==> src/rtl/acc_pkg.sv <==
// rtl/acc_pkg.sv - shared operation encoding and size defaults for the accumulator bank
//
// Purpose : op typedef and constants (ACC_LOAD/ACC_ADD/ACC_SUB/ACC_CLR) plus the
//           default WIDTH/DEPTH used by acc_bank and acc_alu.
// Ports   : none (package).
// Config  : ACC_SAT_EN is consumed by acc_alu, not here.
package acc_pkg;

    typedef enum logic [1:0] {
        ACC_LOAD = 2'b00,
        ACC_ADD  = 2'b01,
        ACC_SUB  = 2'b10,
        ACC_CLR  = 2'b11
    } acc_op_t;

    localparam int ACC_WIDTH_DEF = 16;
    localparam int ACC_DEPTH_DEF = 4;

endpackage

==> src/rtl/acc_alu.sv <==
// rtl/acc_alu.sv - combinational result and status computation for one accumulator store
//
// Purpose : computes the value written by a store and its zero/neg/carry/ovf flags.
// Ports   : acc     in  WIDTH  current accumulator value
//           operand in  WIDTH  ALU result operand
//           op      in  2      LOAD/ADD/SUB/CLR
//           result  out WIDTH  value to write
//           zero, neg, carry, ovf out 1  status of result
// Config  : ACC_SAT_EN - clamp signed-overflowing ADD/SUB to the signed range limit;
//           otherwise results wrap modulo 2^WIDTH.
module acc_alu
    import acc_pkg::*;
#(
    parameter int WIDTH = ACC_WIDTH_DEF
) (
    input  logic [WIDTH-1:0] acc,
    input  logic [WIDTH-1:0] operand,
    input  acc_op_t          op,
    output logic [WIDTH-1:0] result,
    output logic             zero,
    output logic             neg,
    output logic             carry,
    output logic             ovf
);

    localparam int MSB = WIDTH - 1;

    logic [WIDTH:0]   sum;
    logic [WIDTH:0]   diff;
    logic [WIDTH-1:0] raw;
    logic             ovf_raw;

    always_comb begin
        sum     = {1'b0, acc} + {1'b0, operand};
        // Bit WIDTH of the extended difference is the unsigned borrow (operand > acc).
        diff    = {1'b0, acc} - {1'b0, operand};
        raw     = '0;
        carry   = 1'b0;
        ovf_raw = 1'b0;
        case (op)
            ACC_LOAD: raw = operand;
            ACC_ADD: begin
                raw     = sum[WIDTH-1:0];
                carry   = sum[WIDTH];
                ovf_raw = (acc[MSB] == operand[MSB]) && (sum[MSB] != acc[MSB]);
            end
            ACC_SUB: begin
                raw     = diff[WIDTH-1:0];
                carry   = diff[WIDTH];
                ovf_raw = (acc[MSB] != operand[MSB]) && (diff[MSB] != acc[MSB]);
            end
            default: raw = '0;
        endcase
        ovf = ovf_raw;
`ifdef ACC_SAT_EN
        // Overflow direction follows the sign of acc: a non-negative acc can only
        // overflow upward, a negative one only downward, for both ADD and SUB.
        if (ovf_raw)
            result = acc[MSB] ? {1'b1, {(WIDTH-1){1'b0}}} : {1'b0, {(WIDTH-1){1'b1}}};
        else
            result = raw;
`else
        result = raw;
`endif
        zero = (result == '0);
        neg  = result[MSB];
    end

endmodule

==> src/rtl/acc_bank.sv <==
// rtl/acc_bank.sv - bank of DEPTH accumulators with strobed ALU store and registered read port
//
// Purpose : holds the accumulators, decodes the store target, and registers the selected
//           accumulator (write-through) plus the status of the last executed store.
// Ports   : clk      in  1      clock
//           reset    in  1      synchronous active-high reset
//           ALU_rez  in  WIDTH  ALU result operand
//           str_rez  in  1      store strobe
//           op       in  2      LOAD=00 ADD=01 SUB=10 CLR=11
//           wsel     in  clog2(DEPTH)  accumulator written (>= DEPTH ignored)
//           rsel     in  clog2(DEPTH)  accumulator driven on out (>= DEPTH reads 0)
//           out      out WIDTH  registered acc[rsel]
//           zero, neg, carry, ovf out 1  status of last executed store
// Config  : ACC_SAT_EN (see acc_alu) selects saturating ADD/SUB.
module acc_bank
    import acc_pkg::*;
#(
    parameter int WIDTH = ACC_WIDTH_DEF,
    parameter int DEPTH = ACC_DEPTH_DEF
) (
    input  logic                     clk,
    input  logic                     reset,
    input  logic [WIDTH-1:0]         ALU_rez,
    input  logic                     str_rez,
    input  logic [1:0]               op,
    input  logic [$clog2(DEPTH)-1:0] wsel,
    input  logic [$clog2(DEPTH)-1:0] rsel,
    output logic [WIDTH-1:0]         out,
    output logic                     zero,
    output logic                     neg,
    output logic                     carry,
    output logic                     ovf
);

    localparam int SW = $clog2(DEPTH);
    // One extra bit so DEPTH itself is representable when DEPTH is a power of two.
    localparam logic [SW:0] DEPTH_W = (SW+1)'(DEPTH);

    logic [WIDTH-1:0] acc      [DEPTH];
    logic [WIDTH-1:0] acc_next [DEPTH];
    logic [WIDTH-1:0] cur;
    logic [WIDTH-1:0] result;
    logic [WIDTH-1:0] rd_next;
    logic             wr_en;
    logic             alu_zero;
    logic             alu_neg;
    logic             alu_carry;
    logic             alu_ovf;

    assign wr_en = str_rez && ({1'b0, wsel} < DEPTH_W);

    // Decoded with compare loops so out-of-range selects never index past the array.
    always_comb begin
        cur = '0;
        for (int i = 0; i < DEPTH; i++)
            if (wsel == SW'(i)) cur = acc[i];
    end

    acc_alu #(.WIDTH(WIDTH)) u_alu (
        .acc     (cur),
        .operand (ALU_rez),
        .op      (acc_op_t'(op)),
        .result  (result),
        .zero    (alu_zero),
        .neg     (alu_neg),
        .carry   (alu_carry),
        .ovf     (alu_ovf)
    );

    always_comb begin
        for (int i = 0; i < DEPTH; i++)
            acc_next[i] = (wr_en && (wsel == SW'(i))) ? result : acc[i];
    end

    // Reading from the post-store values gives write-through on the output register.
    always_comb begin
        rd_next = '0;
        for (int i = 0; i < DEPTH; i++)
            if (rsel == SW'(i)) rd_next = acc_next[i];
    end

    always_ff @(posedge clk) begin
        if (reset) begin
            for (int i = 0; i < DEPTH; i++) acc[i] <= '0;
            out   <= '0;
            zero  <= 1'b0;
            neg   <= 1'b0;
            carry <= 1'b0;
            ovf   <= 1'b0;
        end else begin
            for (int i = 0; i < DEPTH; i++) acc[i] <= acc_next[i];
            out <= rd_next;
            if (wr_en) begin
                zero  <= alu_zero;
                neg   <= alu_neg;
                carry <= alu_carry;
                ovf   <= alu_ovf;
            end
        end
    end

endmodule

==> config.mk <==
export PLATFORM = sky130hd
export DESIGN_NAME = acc_bank
export DESIGN_NICKNAME = d
export VERILOG_FILES = /design/src/rtl/acc_pkg.sv /design/src/rtl/acc_alu.sv /design/src/rtl/acc_bank.sv
export SDC_FILE = /design/constraint.sdc
export NUM_CORES = 1
export LEC_CHECK = 0
export CAP_MARGIN = 5
export CORE_ASPECT_RATIO = 1.2
export CORE_MARGIN = 2
export CORE_UTILIZATION = 55
export DETAILED_ROUTE_END_ITERATION = 6
export DONT_BUFFER_PORTS = 1
export GPL_TIMING_DRIVEN = 0
export PLACE_DENSITY = 0.7
export SETUP_SLACK_MARGIN = 0.3
export SYNTH_ARGS = -nofsm -noshare
export SYNTH_HDL_FRONTEND = slang
export SYNTH_SLANG_ARGS = --single-unit
==> constraint.sdc <==
create_clock -name clk -period 9.4 [get_ports clk]
set_clock_uncertainty 0.15 [all_clocks]
set_input_delay 2.35 -clock clk [delete_from_list [all_inputs] [get_ports clk]]
set_output_delay 2.35 -clock clk [all_outputs]
set_load 0.01 [all_outputs]
==> After elaboration in Yosys (flattened, before gate mapping) <==
Memory sizes are Yosys's and may differ from the RTL's.
Index checks and enable logic that the tools add are counted.
{ "word_totals": {"output_inout_bits": 20, "latch_bits": 0, "n_memories": 1, "inputBits": 25, "wordCells": 56, "rom_bits": 0, "regBits": 20, "mem_bits_rw": 64} }
{ "op_classes": {"mul": 0, "order_cmp": 0, "shifts": 0, "add_sub_neg": 2, "eq_ne": 12, "muxes": 22, "n_reduce_logical": 10, "bitwise_logic": 4, "div_mod_pow": 0} }
{ "mem_list": {"columns": ["name", "words", "width", "read_ports", "rd_clocked_by_memory_dff", "wr", "line_no", "text"], "rows": [
  ["acc", 4, 16, 4, 0, 4, "acc_bank.sv:39", "logic [WIDTH-1:0] acc [DEPTH];"]
]} }
{ "op_table": {"columns": ["cell", "n"], "rows": [
  ["16-bit two-way mux", 16],
  ["16-bit case mux with 3 select lines", 1],
  ["16-bit by 16-bit adder with 17-bit output", 1],
  ["16-bit by 16-bit subtractor with 17-bit output", 1],
  ["16-bit zero test", 1],
  ["2-bit equality test (second input constant)", 5],
  ["2-bit by 1-bit equality test with 1-bit output (second input constant)", 3],
  ["1-bit logical AND", 6],
  ["2-bit zero test", 3],
  ["1-bit bitwise OR", 4],
  ["1-bit case mux with 2 select lines", 2],
  ["1-bit two-way mux", 3],
  ["1-bit != test", 3],
  ["1-bit equality test", 1]
]} }

==> Logic depth before layout (Yosys ltp) <==
Gate-level depths: netlist (run 1).
{ "logic_depth": {"word_depth": 12, "mapped_depth": 17} }

==> By module <==
A second synthesis (run 1) with hierarchy kept.
{ "hier_totals": {"cells_unflattened": 681, "area_unflattened_um2": 5828.1} }
{ "by_module_without_submodules": {"columns": ["module", "cells_per_inst", "area_per_inst_um2", "n_inst"], "rows": [
  ["acc_bank", 358, 3679.8, 1],
  ["acc_alu", 323, 2148.3, 1]
]} }

==> Worst setup path before layout (run 1) <==
Ideal clock, no wire load.
{ "synth_timing": {"path_type": "input to register", "startpoint": "input wsel[0]", "endpoint": "register zero", "required_time_ns": 9.192, "setup_slack_ns": 2.679, "arrival_time_ns": 6.513, "path_buffers": 4, "setup_ns": 0.058, "stages": 16, "cell_sequence": "clkbuf_1 > clkbuf_1 > buf_1 > mux4_2 > ha_1 > buf_6 > nand2b_2 > o21ai_1 > nand3_2 > xnor2_1 > a222oi_1 > nor2_1 > or4_1 > nor3_2 > and4b_1 > a31o_1"} }
{ "synth_via": {"elab_chain_len": 8} }
{ "synth_lines": {"columns": ["item", "line_no", "text"], "rows": [
  ["from (decl)", "acc_bank.sv:26", "input logic [$clog2(DEPTH)-1:0] wsel,"],
  ["2-bit zero test", "acc_bank.sv:56", "if (wsel == SW'(i)) cur = acc[i];"],
  ["16-bit two-way mux (3 in series)", "acc_bank.sv:56", null],
  ["16-bit two-way mux (*)", "acc_bank.sv:56", null],
  ["16-bit by 16-bit subtractor with 17-bit output or 16-bit by 16-bit adder with 17-bit output (tied branches)", "acc_alu.sv:36, acc_alu.sv:34", null],
  ["16-bit case mux with 3 select lines (*)", "acc_alu.sv:40", "case (op)"],
  ["16-bit zero test (*)", "acc_alu.sv:65", "zero = (result == '0);"],
  ["to (signal assigned)", "acc_bank.sv:94", "zero <= alu_zero;"],
  ["to (decl)", "acc_bank.sv:29", "output logic zero,"]
]} }
Mark *: on every way between the ends. The rest lies on a longest branch, timed or not.
A chain may end at the register's enable or synchronous reset.

==> Final worst setup path (run 1) <==
Same ends and word-level chain as after synthesis.

==> results of run 1 <==
## registers in the layout (all words and copies together), names as in the netlist
signal and flops:
ovf 1, carry 1, zero 1, neg 1, acc 64, out 16
## worst max path at each step
stage | slack (ns) | cells after the start | to
2_1_floorplan | 2.68 | 16 | zero
3_3_place_gp | 1.49 | 16 | out[11]
3_5_place_dp | 1.46 | 16 | out[11]
4_1_cts | 1.80 | 16 | out[11]
5_1_grt | 1.43 | 16 | zero
6_report | 1.76 | 16 | zero
## per-stage QoR
step | instance area [um2] | total power, mW
after floorplan | 5960 | 0.519
after global placement | 6120 | 0.560
after detailed placement | 6120 | 0.564
after CTS | 6400 | 0.888
after global routing | 6400 | 0.921
final | 6400 | 0.890
## area by class of cell
type                            instances  area [um2]
Buffer                                 51         249
Multi-Input combinational cell        528        3900
Clock inverter                          2        10.0
Inverter                               35         131
Fill cell                             942        4120
Sequential cell                        84        1680
Tap cell                              129         161
Clock buffer                           12         267
## worst max-delay path, cell delays in order
cell	delay [ns]
clkbuf_1	0.32
clkbuf_1	0.68
buf_1	0.77
mux4_2	0.67
ha_1	0.32
buf_6	0.13
nor2b_1	0.17
nand3_1	0.11
and3_1	0.21
o31ai_1	0.42
a21boi_1	0.17
xnor2_1	0.15
a222oi_1	0.57
nor2_1	0.22
and4b_1	0.35
a31o_1	0.15
## where the power goes
part	switching [mW]	internal (mW)
clock network	0.132	0.196
registers	0.00746	0.368
logic	0.119	0.0673
## layout by cell type (no fill, tap or decap), drive strengths merged, types with 8 or more instances in the layout
| master | count |
|---|---|
| nor2 | 105 |
| dfxtp | 84 |
| a21oi | 71 |
| clkbuf | 43 |
| nand2 | 40 |
| ha | 37 |
| inv | 35 |
| nor3 | 27 |
| mux4 | 23 |
| buf | 20 |
| mux2i | 19 |
| o21ai | 17 |
| a211oi | 15 |
| xnor2 | 13 |
| nor2b | 10 |
| nand3 | 10 |
| o31ai | 8 |
## routing by layer
layer	share of wire, %	track usage [%]
met5	0	0
met4	3.2	11.8
met3	6.6	4.16
met2	49	53.0
met1	41	38.6
## logic make-up (layout without fill, tap and decap cells)
kind of cell    Yosys count  in the layout  synth area share, %
compound gates          188            188                 22.9
xor+xnor                 19             19                 2.79
fa+ha+maj                39             39                 8.44
buf+inv                  86            100                 6.38
flops                    84             84                 28.2
mux                      44             44                 12.3
simple gates            238            238                 19.1
==> out/metrics.csv, run 1 <==
stage;metric;value;unit
outcome;outcome;finished clean;
clock_tree;numClockSinks;84;
critical_path;reg2regPathDepth;15;
synthesis;yosysSeqAreaShare;28.2;%
clock_tree;path_clk_slew;0.06;ns
routing;drcViolationCount;0;
critical_path;critPathRequiredTime;9.53;ns
place;portBuffers;0;
place;gp_congestion;0.919;
routing;ant_nets;0;
hold_path;worstHoldPathCells;2;
sta;fin_crit_sh;81.3;%
critical_path;crit_fanout;10;
global_routing;grt_util_all_layers;30.7;%
synthesis;async_flop_share;0;%
synthesis;synth.avg_cell_area;8.54;um2
sta;worstMarginPinSlew;0.971;ns
place;place_inst;827;
power;leakage;2.45;nW
global_routing;grt_start_max_net_pins;13;
critical_path;worstSetupPathType;input pin to flip-flop;
critical_path;r2r-end;out[12];
sta;fin_ws;1.76;ns
synthesis;ys_warn_count;0;
global_routing;antenna_found_initial;0;
clock_tree;ctsResizeCount;0;
floorplan;initial_core_util;56.7;%
hold_path;hold_end;acc[2][10];
place;pre_cts_ws;1.46;ns
sta;relSlewSlack;35.1;%
routing;wl_per_cell;21.1;um
sta;worst_hold_slack;0.321;ns
routing;firstDrtPassIters;5;
clock_tree;clockRootBuffer;clkbuf_16;
floorplan;die-area;11700;um2
routing;viasPerCell;6.49;
global_routing;grt_pass1_wl;28200;um
final_layout;nets;773;
sta;hold_viol_final;0;
final_layout;finish.utilization;60.8;%
final_layout;n_antenna_cell;0;
place;dpl.hpwl;13400;um
routing;drt-initial-drc-count;641;
synthesis;synth_largest_area_cell;dfxtp_1;
final_layout;fin_cells;841;
synthesis;yosysMostFrequentCell;nor2_1;
synthesis;synth_area;5960;um2
synthesis;synth_cells;698;
sta;setup_tns;0;ns
critical_path;end_kind;flip-flop;
critical_path;worstSetupStartpoint;wsel[0];
routing;vias;5462;
clock_tree;cts_buffer_depth;2;
sta;setup_violations;0;
synthesis;synth_top_area_share;28.2;%
floorplan;die_h;118;um
synthesis;synth_edf_count;0;
sta;maxSlewViolCount;0;
floorplan;num_rows;41;
synthesis;synth_flop_cell;dfxtp_1;
critical_path;r2r_slack;5.26;ns
critical_path;r2r_start;acc[3][0];
power;peakVddDrop;124;uV
clock_tree;ctsHoldBuffers;0;
clock_tree;cts_inserted_buffers;9;
hold_path;hold_class;flip-flop to flip-flop;
floorplan;ios;45;
routing;drt-total-wl;17700;um
job;maxCapViolations;0;
synthesis;netlist_top_cells_count;nor2_1, dfxtp_1, a21oi_1, nand2_1, ha_1;
global_routing;grt_pass1_vias;5422;
floorplan;die_x;99.0;um
synthesis;synth_fp_nets;762;
global_routing;grt-ovfl-total;0;
final_layout;area_growth;7.35;%
critical_path;cp.arrival;7.78;ns
critical_path;start_kind;input pin;
synthesis;ys_ff_latch;84;
power;p_per_area;139;nW/um2
sta;rsz0062_at_grt;no;
clock_tree;post-cts-setup-buffer-count;0;
clock_tree;cts_tree;done;
floorplan;core_area;10500;um2
synthesis;synth_cell_types;83;
final_layout;drive_above_1_share;11.1;%
synthesis;synth_area_leaders;dfxtp_1, mux4_2, ha_1;
hold_path;min-delay-start;acc[2][10];
clock_tree;clock_latency;0.34;ns
clock_tree;h-tree-depth;3;
sta;max_freq;0.131;GHz
sta;min_period;7.64;ns
No activity file was read; power rests on OpenSTA's default activity.
==> run 2, diff against run 1 <==
==> constraint.sdc (replaced) <==
create_clock -name clk -period 7.6 [get_ports clk]
set_clock_uncertainty 0.15 [all_clocks]
set_input_delay 1.9 -clock clk [delete_from_list [all_inputs] [get_ports clk]]
set_output_delay 1.9 -clock clk [all_outputs]
set_load 0.01 [all_outputs]
==> out/metrics.csv, run 2 (synthesis results as in run 1) <==
stage;metric;value;unit;change
clock_tree;clockRootBuffer;clkbuf_16;;unchanged
final_layout;layout_commonest_cell;nor2_1;;unchanged
sta;relSlewSlack;34.2;%;was 35.1%
clock_tree;cts_tree;done;;unchanged
routing;top_layer;met4;;unchanged
final_layout;fillers;942;;unchanged
critical_path;reg2regPathDepth;15;;unchanged
place;pre_cts_ws;0.115;ns;was 1.46 ns
critical_path;crit_chain;clkbuf_1 -> clkbuf_1 -> clkbuf_2 -> mux4_2 -> ha_1 -> buf_6 -> nor2b_1 -> nand3_1 -> and3_1 -> o31ai_1 -> a21boi_1 -> xnor2_1 -> a222oi_1 -> nor2_1 -> and4b_1 -> a31o_1;;was clkbuf_1 -> clkbuf_1 -> buf_1 -> mux4_2 -> ha_1 -> buf_6 -> nor2b_1 -> nand3_1 -> and3_1 -> o31ai_1 -> a21boi_1 -> xnor2_1 -> a222oi_1 -> nor2_1 -> and4b_1 -> a31o_1
critical_path;slowest_stage;clkbuf_1;;was buf_1
place;place_inst;827;;unchanged
routing;ant_nets;0;;unchanged
floorplan;initial_core_util;56.7;%;unchanged
routing;firstDrtPassIters;5;;unchanged
floorplan;ios;45;;unchanged
global_routing;grt-ovfl-total;0;;unchanged
hold_path;worstHoldPathCells;2;;unchanged
critical_path;worstSetupPathType;input pin to flip-flop;;unchanged
job;maxCapViolations;0;;unchanged
critical_path;r2r_slack;3.47;ns;was 5.26 ns
final_layout;n_antenna_cell;0;;unchanged
floorplan;die_h;118;um;unchanged
critical_path;r2r_start;acc[3][0];;unchanged
floorplan;num_rows;41;;unchanged
routing;drt-total-wl;17700;um;about the same
clock_tree;path_clk_slew;0.05;ns;was 0.06 ns
sta;min_period;6.89;ns;
critical_path;critical_path.most_common_cell;clkbuf_1;;unchanged
final_layout;layout_common_cells;nor2_1, dfxtp_1, a21oi_1, nand2_1, ha_1;;unchanged
critical_path;critPathRequiredTime;7.73;ns;was 9.53 ns
sta;hold_viol_final;0;;unchanged
clock_tree;clock_latency;0.34;ns;about the same
routing;wl_per_cell;21.0;um;was 21.1 um
final_layout;largest_reg_flops;64;;unchanged
final_layout;nets;773;;unchanged
routing;viasPerCell;6.52;;was 6.49
place;dpl.hpwl;13400;um;unchanged
critical_path;cp.arrival;7.02;ns;was 7.78 ns
critical_path;slowest_delay;0.68;ns;was 0.77 ns
outcome;outcome;finished clean;;unchanged
routing;vias;5486;;was 5462
sta;worstMarginPinSlew;0.984;ns;was 0.971 ns
final_layout;fin_cells;841;;unchanged
sta;rsz0062_at_grt;no;;unchanged
sta;setup_tns;0;ns;unchanged
routing;drcViolationCount;0;;unchanged
final_layout;largest_register;acc;;unchanged
sta;maxSlewViolCount;0;;unchanged
final_layout;multiInputGateArea;3900;um2;unchanged
clock_tree;cts_inserted_buffers;9;;unchanged
critical_path;r2r-end;out[12];;unchanged
hold_path;min-delay-start;acc[2][10];;unchanged
global_routing;antenna_found_initial;0;;unchanged
power;power;1.10;mW;was 890 uW
final_layout;ff_latch_area;1680;um2;unchanged
critical_path;start_kind;input pin;;unchanged
routing;wl_met3;1270;um;was 1170 um
final_layout;area_growth;7.37;%;was 7.35%
critical_path;crit_fanout;10;;unchanged
clock_tree;cts_buffer_depth;2;;unchanged
final_layout;drive_above_1_share;11.2;%;was 11.1%
place;gp_congestion;0.919;;unchanged
sta;fin_crit_sh;90.6;%;
final_layout;reg_top3;acc (64), out (16);;unchanged
floorplan;core_area;10500;um2;unchanged
floorplan;die_x;99.0;um;unchanged
critical_path;end_kind;flip-flop;;unchanged
global_routing;grt_start_max_net_pins;13;;unchanged
power;p_per_area;172;nW/um2;was 139 nW/um2
power;leakage;2.45;nW;about the same
sta;fin_ws;0.711;ns;was 1.76 ns
clock_tree;numClockSinks;84;;unchanged
routing;wl_met2;8740;um;was 8770 um
hold_path;hold_class;flip-flop to flip-flop;;unchanged
global_routing;grt_pass1_vias;5422;;unchanged
global_routing;grt_util_all_layers;30.7;%;unchanged
routing;drt-initial-drc-count;634;;was 641
hold_path;hold_end;acc[2][10];;unchanged
routing;met1Wirelength;7110;um;was 7230 um
floorplan;die-area;11700;um2;unchanged
global_routing;grt_pass1_wl;28200;um;unchanged
power;peakVddDrop;154;uV;was 124 uV
clock_tree;h-tree-depth;3;;unchanged
sta;setup_violations;0;;unchanged
clock_tree;ctsHoldBuffers;0;;unchanged
place;portBuffers;0;;unchanged
sta;max_freq;0.145;GHz;
run 2: layout make-up:
| class | instances | area share (%) |
|---|---|---|
| inverters | 35 | 2.05 |
| plain buffers | 51 | 3.91 |
| well taps | 129 | 2.52 |
| clock inverters | 2 | 0.156 |
| multi-input cells | 528 | 60.9 |
| flip-flops and latches | 84 | 26.3 |
| clock buffers | 12 | 4.16 |
run 2: power by group:
group	total [mW]	switching, mW	internal [mW]
Sequential	0.464	0.00915	0.455
Clock	0.406	0.163	0.243
Combinational	0.230	0.146	0.0833
Total	1.10	0.319	0.781
run 2: layer usage:
layer | vias up | GRT usage, %
met5 | - | 0
met4 | 0 | 11.8
met3 | 44 | 4.16
met2 | 258 | 53.0
met1 | 2618 | 38.6
li1 | 2566 | -
run 2: worst max path at each step:
stage | from | endpoint | slack (ns)
finish | wsel[0] | zero | 0.71
global route | wsel[0] | zero | 0.41
CTS | wsel[0] | out[11] | 0.45
detailed placement | wsel[0] | out[11] | 0.11
global placement | wsel[0] | out[11] | 0.14
floorplan | wsel[0] | zero | 1.33
run 2: repair_timing:
item	in CTS	in global routing
setup endpoints to repair	0	13
gates resized for setup	0	2
setup buffers	0	0
run 2: through the flow:
| stage | hold WS [ns] | utilization [%] | area (um2) |
|---|---|---|---|
| final | 0.326 | 60.9 | 6400 |
| after global routing | 0.365 | 60.9 | 6400 |
| after CTS | 0.319 | 60.8 | 6400 |
| after detailed placement | 0.312 | 58.2 | 6120 |
| after global placement | 0.307 | 58.2 | 6120 |
| after floorplan | 0.292 | - | 5960 |
run 2: worst max-delay path: cells and delay by family:
family | cells | cell delay, ns
xor+xnor | 1 | 0.15
compound gates | 4 | 1.31
buf+inv | 4 | 1.63
mux | 1 | 0.63
simple gates | 5 | 1.07
fa+ha+maj | 1 | 0.32
